===== src/rtl/vec_pkg.sv =====
// Shared types and default sizing for the vector unpacker.
package vec_pkg;

  localparam int DATA_W     = 32;
  localparam int LANES      = 6;
  localparam int LANE_IDX_W = $clog2(LANES);

  typedef enum logic {
    IDLE = 1'b0,
    SEND = 1'b1
  } state_t;

endpackage


===== src/rtl/lane_select.sv =====
// Combinational LANES-to-1 element multiplexer over a packed vector.
module lane_select import vec_pkg::*; #(
  parameter int DATA_W = vec_pkg::DATA_W,
  parameter int LANES  = vec_pkg::LANES
) (
  input  logic [LANES*DATA_W-1:0] data,
  input  logic [$clog2(LANES)-1:0] sel,
  output logic [DATA_W-1:0]        elem
);

  localparam int SEL_W = $clog2(LANES);

  always_comb begin
    // NOTE: default assignment first so an out-of-range sel cannot infer a latch.
    elem = '0;
    for (int k = 0; k < LANES; k++) begin
      if (sel == SEL_W'(k)) elem = data[k*DATA_W +: DATA_W];
    end
  end

endmodule


===== src/rtl/vec_unpacker.sv =====
// Splits a packed LANES-element word (or a lane-0 scalar) into a stream of
// single elements with valid/ready handshakes on both sides.
module vec_unpacker import vec_pkg::*; #(
  parameter int DATA_W = vec_pkg::DATA_W,
  parameter int LANES  = vec_pkg::LANES
) (
  input  logic                     clk,
  input  logic                     rst,
  input  logic                     in_valid,
  output logic                     in_ready,
  input  logic [LANES*DATA_W-1:0]  in_data,
  input  logic                     in_scalar,
  output logic                     out_valid,
  input  logic                     out_ready,
  output logic [DATA_W-1:0]        out_data,
  output logic [$clog2(LANES)-1:0] out_lane,
  output logic                     out_last
);

  localparam int              IDX_W     = $clog2(LANES);
  localparam logic [IDX_W-1:0] LAST_LANE = IDX_W'(LANES - 1);

  state_t                    state;
  logic [IDX_W-1:0]          cnt;
  logic [LANES*DATA_W-1:0]   data_q;
  logic                      scalar_q;
  logic [DATA_W-1:0]         sel_data;
  logic                      in_fire;
  logic                      out_fire;

  lane_select #(
    .DATA_W (DATA_W),
    .LANES  (LANES)
  ) u_lane_select (
    .data (data_q),
    .sel  (cnt),
    .elem (sel_data)
  );

  assign out_valid = (state == SEND);
  assign out_last  = out_valid && (scalar_q || (cnt == LAST_LANE));
  assign out_lane  = cnt;
  assign out_data  = out_valid ? sel_data : '0;

  // A new word is taken only when nothing is held or the held word's last
  // element leaves this very cycle, which gives bubble-free streaming.
  assign in_ready  = !rst && (!out_valid || (out_ready && out_last));
  assign in_fire   = in_valid && in_ready;
  assign out_fire  = out_valid && out_ready;

  // NOTE: all state updates use non-blocking assignments so every register
  // samples the pre-edge values regardless of statement order.
  always_ff @(posedge clk) begin
    if (rst) begin
      state    <= IDLE;
      cnt      <= '0;
      // NOTE: the wide data register is cleared on reset as well, so no
      // element of an interrupted word can leak out afterwards.
      data_q   <= '0;
      scalar_q <= 1'b0;
    end else if (in_fire) begin
      data_q   <= in_data;
      scalar_q <= in_scalar;
      cnt      <= '0;
      state    <= SEND;
    end else if (out_fire) begin
      if (out_last) begin
        state <= IDLE;
        cnt   <= '0;
      end else begin
        cnt <= cnt + 1'b1;
      end
    end
  end

endmodule

===== config.mk =====
export PLATFORM = sky130hd
export DESIGN_NAME = vec_unpacker
export DESIGN_NICKNAME = d
export VERILOG_FILES = /design/src/rtl/vec_pkg.sv /design/src/rtl/lane_select.sv /design/src/rtl/vec_unpacker.sv
export SDC_FILE = /design/constraint.sdc
export NUM_CORES = 1
export LEC_CHECK = 0
export ABC_CLOCK_PERIOD_IN_PS = 3700
export BUFFER_PORTS_ARGS = -buffer_cell sky130_fd_sc_hd__buf_4
export CAP_MARGIN = 20
export CORE_AREA = 10 10 150 152
export DETAILED_ROUTE_END_ITERATION = 10
export DIE_AREA = 0 0 160 162
export PLACE_DENSITY = 0.81
export SKIP_CTS_REPAIR_TIMING = 1
export SLEW_MARGIN = 20
export SYNTH_ARGS = -nofsm -noshare
export SYNTH_HDL_FRONTEND = slang
export SYNTH_SLANG_ARGS = --single-unit

===== constraint.sdc =====
create_clock -name clk -period 3.7 [get_ports clk]
set_input_delay 0.555 -clock clk [delete_from_list [all_inputs] [get_ports clk]]
set_output_delay 0.555 -clock clk [all_outputs]
set_load 0.1 [all_outputs]

# Word level (Yosys, flattened, before mapping)
# Index checks and enable logic that the tools add are counted.
# totals
regBits	197
n_memories	0
wordCells	35
mem_bits_rw	0
out_inout_bits	38
latchBits	0
romBits	0
# classes
muxes	11
addsub	1
n_reduce_logical	14
shifts	0
div_mod_pow	0
n_eq_ne	5
multipliers	0
n_lt_le_gt_ge	0
bitwise_logic	0
# op_table
cell	n
two-way mux 32 bit	7
== test 3 x 2 -> 1 bit (second input constant)	2
== test 3 bit (second input constant)	2
logical AND 1 bit	5
nonzero test 2 bit	2
adder 3 x 1 -> 3 bit (second input constant)	1
== test 3 x 1 -> 1 bit (second input constant)	1
zero test 3 bit	1
two-way mux 1 bit	3
two-way mux 3 bit	1
zero test 1 bit	2
logical OR 1 bit	2
AND reduction 2 bit	1
OR reduction 2 bit	1

# Longest topological paths before layout
# depth
depth_word	9
ltp_mapped	9
mapped_depth_nobuf	6

# Cells and area by module
# Synthesis repeated with hierarchy kept, for this count alone.
# unflattened
hier_cells	1100
area_unflattened_um2	11014.3
# by_module_without_submodules
module	area_per_inst_um2	cells_each	seq_area_each_um2	instances
vec_unpacker	9101.2	902	3943.8	1
lane_select	1913.1	198	0.0	1

# Least setup slack after synthesis
# No wires, ideal clock.
# synth_path
path_type	register to output
start	reg cnt[0] (netlist: out_lane[0])
end	out out_data[11]
path_buffers	2
t_arrival_ns	3.594
slack_ns	-0.449
stages_incl_launch_ff	8
cell_sequence	dfxtp_1 -> ha_1 -> buf_2 -> buf_1 -> a21oi_1 -> o21ai_0 -> nand3_1 -> a21oi_1
# synth_between
elab_chain_cells	8
# synth_rtl
item	line	source
start, declared	vec_unpacker.sv:24	logic [IDX_W-1:0] cnt;
start signal, assigned	vec_unpacker.sv:71	cnt <= cnt + 1'b1;
zero test 3 bit	lane_select.sv:17	if (sel == SEL_W'(k)) elem = data[k*DATA_W +: DATA_W];
two-way mux 32 bit (5 in series)	lane_select.sv:17	
two-way mux 32 bit *	lane_select.sv:17	
two-way mux 32 bit *	vec_unpacker.sv:43	assign out_data = out_valid ? sel_data : '0;
end, declared	vec_unpacker.sv:15	output logic [DATA_W-1:0] out_data,
# Mark *: on every way between the ends. The rest lies on a longest branch, timed or not.

# Final worst setup path
# layout_path
start	reg cnt[1] (netlist: out_lane[1])
end	out out_data[7]
# The elaborated chain is that of the path after synthesis.

==> impl_metrics.csv <==
group,metric,value,unit
status,status,"complete, no violations",
global_routing,grt_pass1_wl,45300,um
setup_path,cpPeakStageDelay,0.72,ns
layout,antennaDiodeCount,0,
placement,hpwl,20600,um
layout,layout_common_cells,"nand2_1, buf_4, a21oi_1",
sta,hold_viol,0,
synthesis,synth.top_cell.area_share,45.7,%
route,drt_iter0_markers,703,
setup_path,cp_cell_sequence,"inv_1 -> ha_2 -> nand3b_1 -> buf_4 -> o21ai_0 -> a21oi_2 -> buf_4",
pwr,power_leakage,4.43,nW
layout,final_nets,1602,
global_routing,antenna_found_initial,0,
floorplanning,die-area,25900,um2
setup_path,cp_max_fo,22,
setup_path,cp-start-kind,"flop",
global_routing,track_usage,21.4,%
floorplanning,start_util,44.5,%
setup_path,crit_family,"buffers and inverters",
setup_path,r2r-end,"data_q[90]",
pwr,power,4.81,mW
setup_path,worstPathRequired,3.14,ns
synthesis,synth_area_leader_cell,"dfxtp_1",
worst_hold_path,whs_path_depth,3,
sta,tightest_slew,1.09,ns
synthesis,synthesis.area,8620,um2
global_routing,grt_max_degree,198,
clock_tree,cts_sinks,197,
worst_hold_path,min_to,"data_q[55]",
clock_tree,cts_root_buf,"clkbuf_16",
placement,port_buffers,234,
global_routing,gr-total-overflow,0,
setup_path,crit_top_cell,"buf_4",
pwr,peakVddDrop,0.309,mV
floorplanning,dieHeight,162,um
setup_path,crit_arrival,2.87,ns
sta,min_period_over_period,92.5,%
layout,seqCellArea,3940,um2
layout,final_util,57.2,%
synthesis,yosys_warnings,0,
setup_path,reg2reg_setup_slack,0.98,ns
setup_path,rr_startpoint,"out_lane[0]",
sta,tns,0,ns
synthesis,yosys-top-cells-area,"dfxtp_1, nand2_1, a21oi_1",
layout,n_fill_cell,1925,
clock_tree,numCtsBuffers,17,
floorplanning,die_x,160,um
layout,mostFrequentLayoutCell,"nand2_1",
synthesis,ys_types,24,
floorplanning,rows,51,
layout,stdcell_area,11100,um2
route,drt-total-wl,29000,um
sta,setup_viol,0,
synthesis,seq_area_frac_synth,45.7,%
floorplanning,ios,235,
route,vias,8760,
sta,max_freq,292,MHz
placement,routabilityCongestion,0.873,
setup_path,cp_slowest_cell,"nand3b_1",
synthesis,syn_nets,1435,
route,postRouteAntennaNets,0,
setup_path,crit_buf_inv,3,
setup_path,crit_type,"flop to primary output",
route,vias_per_cell,5.22,
clock_tree,clock_path_buffers,2,
clock_tree,cts.clk_slew.worst_paths,0.07,ns
global_routing,grt_pass1_vias,8677,
sta,relSlewSlack,27.2,%
synthesis,synth_seq_cells,197,
synthesis,netlist_instances,1233,
sta,fin_skew,0.0159,ns
layout,drive_gt1_share,22.6,%
clock_tree,cts-htree-levels,4,
route,wl_per_cell,17.3,um
clock_tree,clock_latency,0.44,ns
clock_tree,cts_tree,"yes",
sta,drv_slew,0,
synthesis,syn_area_per_cell,6.99,um2
run,cap_violations,0,
pwr,power_density,433,nW/um2
worst_hold_path,min-delay-path-class,"input port to flop",
setup_path,endpoint_kind,"primary output",
route,dr.pass1.iters,5,
layout,syn_to_final_growth,28.7,%
sta,min_period,3.42,ns
sta,rsz0062_at_grt,"no",
placement,postPlaceCellArea,10600,um2
layout,multi_input_area,4290,um2
setup_path,r2r_cells,7,
route,drc,0,
worst_hold_path,min-delay-start,"in_data[55]",
floorplanning,coreArea,19400,um2
-- Yosys cell counts --
library cell,n
nand2b_1,34
or3_1,1
a21o_1,1
o211a_1,1
nand3b_1,1
buf_6,10
a21oi_1,259
clkbuf_1,56
inv_1,4
ha_1,5
and2_1,2
o21ai_1,1
a21boi_0,1
buf_2,26
buf_1,4
buf_4,7
nor3_1,4
nor2_1,4
a211oi_1,1
o211ai_2,1
nand2_1,485
nand3_1,32
o21ai_0,96
dfxtp_1,197
-- cell type report --
| cell class | count | share of cell area (%) |
|---|---|---|
| clock inverter | 13 | 0.879 |
| sequential | 197 | 35.5 |
| timing repair buffer | 251 | 17.8 |
| clock buffer | 19 | 3.99 |
| inverter | 4 | 0.135 |
| tap | 265 | 2.99 |
| multi-input combinational | 929 | 38.7 |
-- tightest hold or removal path, delay by kind of cell --
kind,cells,cell delay [ns]
AOI/OAI and AO/OA,1,0.05
buffers and inverters,1,0.11
and+or+nand+nor,1,0.04
-- kinds of logic after synthesis --
group	Yosys count	synth area share, %
buffers and inverters	107	6.21
AND/OR/NAND/NOR	563	26.1
flip-flops	197	45.7
AO/OA/AOI/OAI	361	21.2
adder cells (fa/ha/maj)	5	0.725
-- metal layers --
layer,vias up,track usage [%],part of all wire (%),wire [um]
met4,0,6.84,2.3,670
met3,40,6.07,7.4,2140
met1,4032,24.7,40,11600
met5,-,0,0,0
met2,322,37.3,50,14600
li1,4366,-,-,-
-- stage by stage --
step | hold slack [ns] | cells | setup WS [ns]
detailed placement | 0.441 | 1646 | 0.696
global placement | 0.437 | 1646 | 0.796
CTS | 0.347 | 1678 | 0.241
floorplan | 0.431 | 1233 | 0.124
finish | 0.360 | 1678 | 0.277
global route | 0.352 | 1678 | 0.0974
-- sequential cells by signal, indices dropped and copies added (netlist names) --
register,flops
out_valid,1
data_q,192
scalar_q,1
out_lane,3
-- how the worst max path moves through the flow --
stage,start,end,slack [ns],cells past startpoint
after detailed placement,out_lane[1],out_data[7],0.70,7
final,out_lane[1],out_data[7],0.28,7
after global placement,out_lane[1],out_data[7],0.80,7
after CTS,out_lane[1],out_data[7],0.24,7
after floorplan,out_lane[0],out_data[10],0.12,7
after global routing,out_lane[1],out_data[7],0.1,7
-- where the power goes --
group / total, mW / switching (mW) / internal [mW]
sequential: 2.32 / 0.0696 / 2.25
combinational: 0.746 / 0.456 / 0.290
clock: 1.74 / 0.857 / 0.888
(Power assumes the default switching activity.)
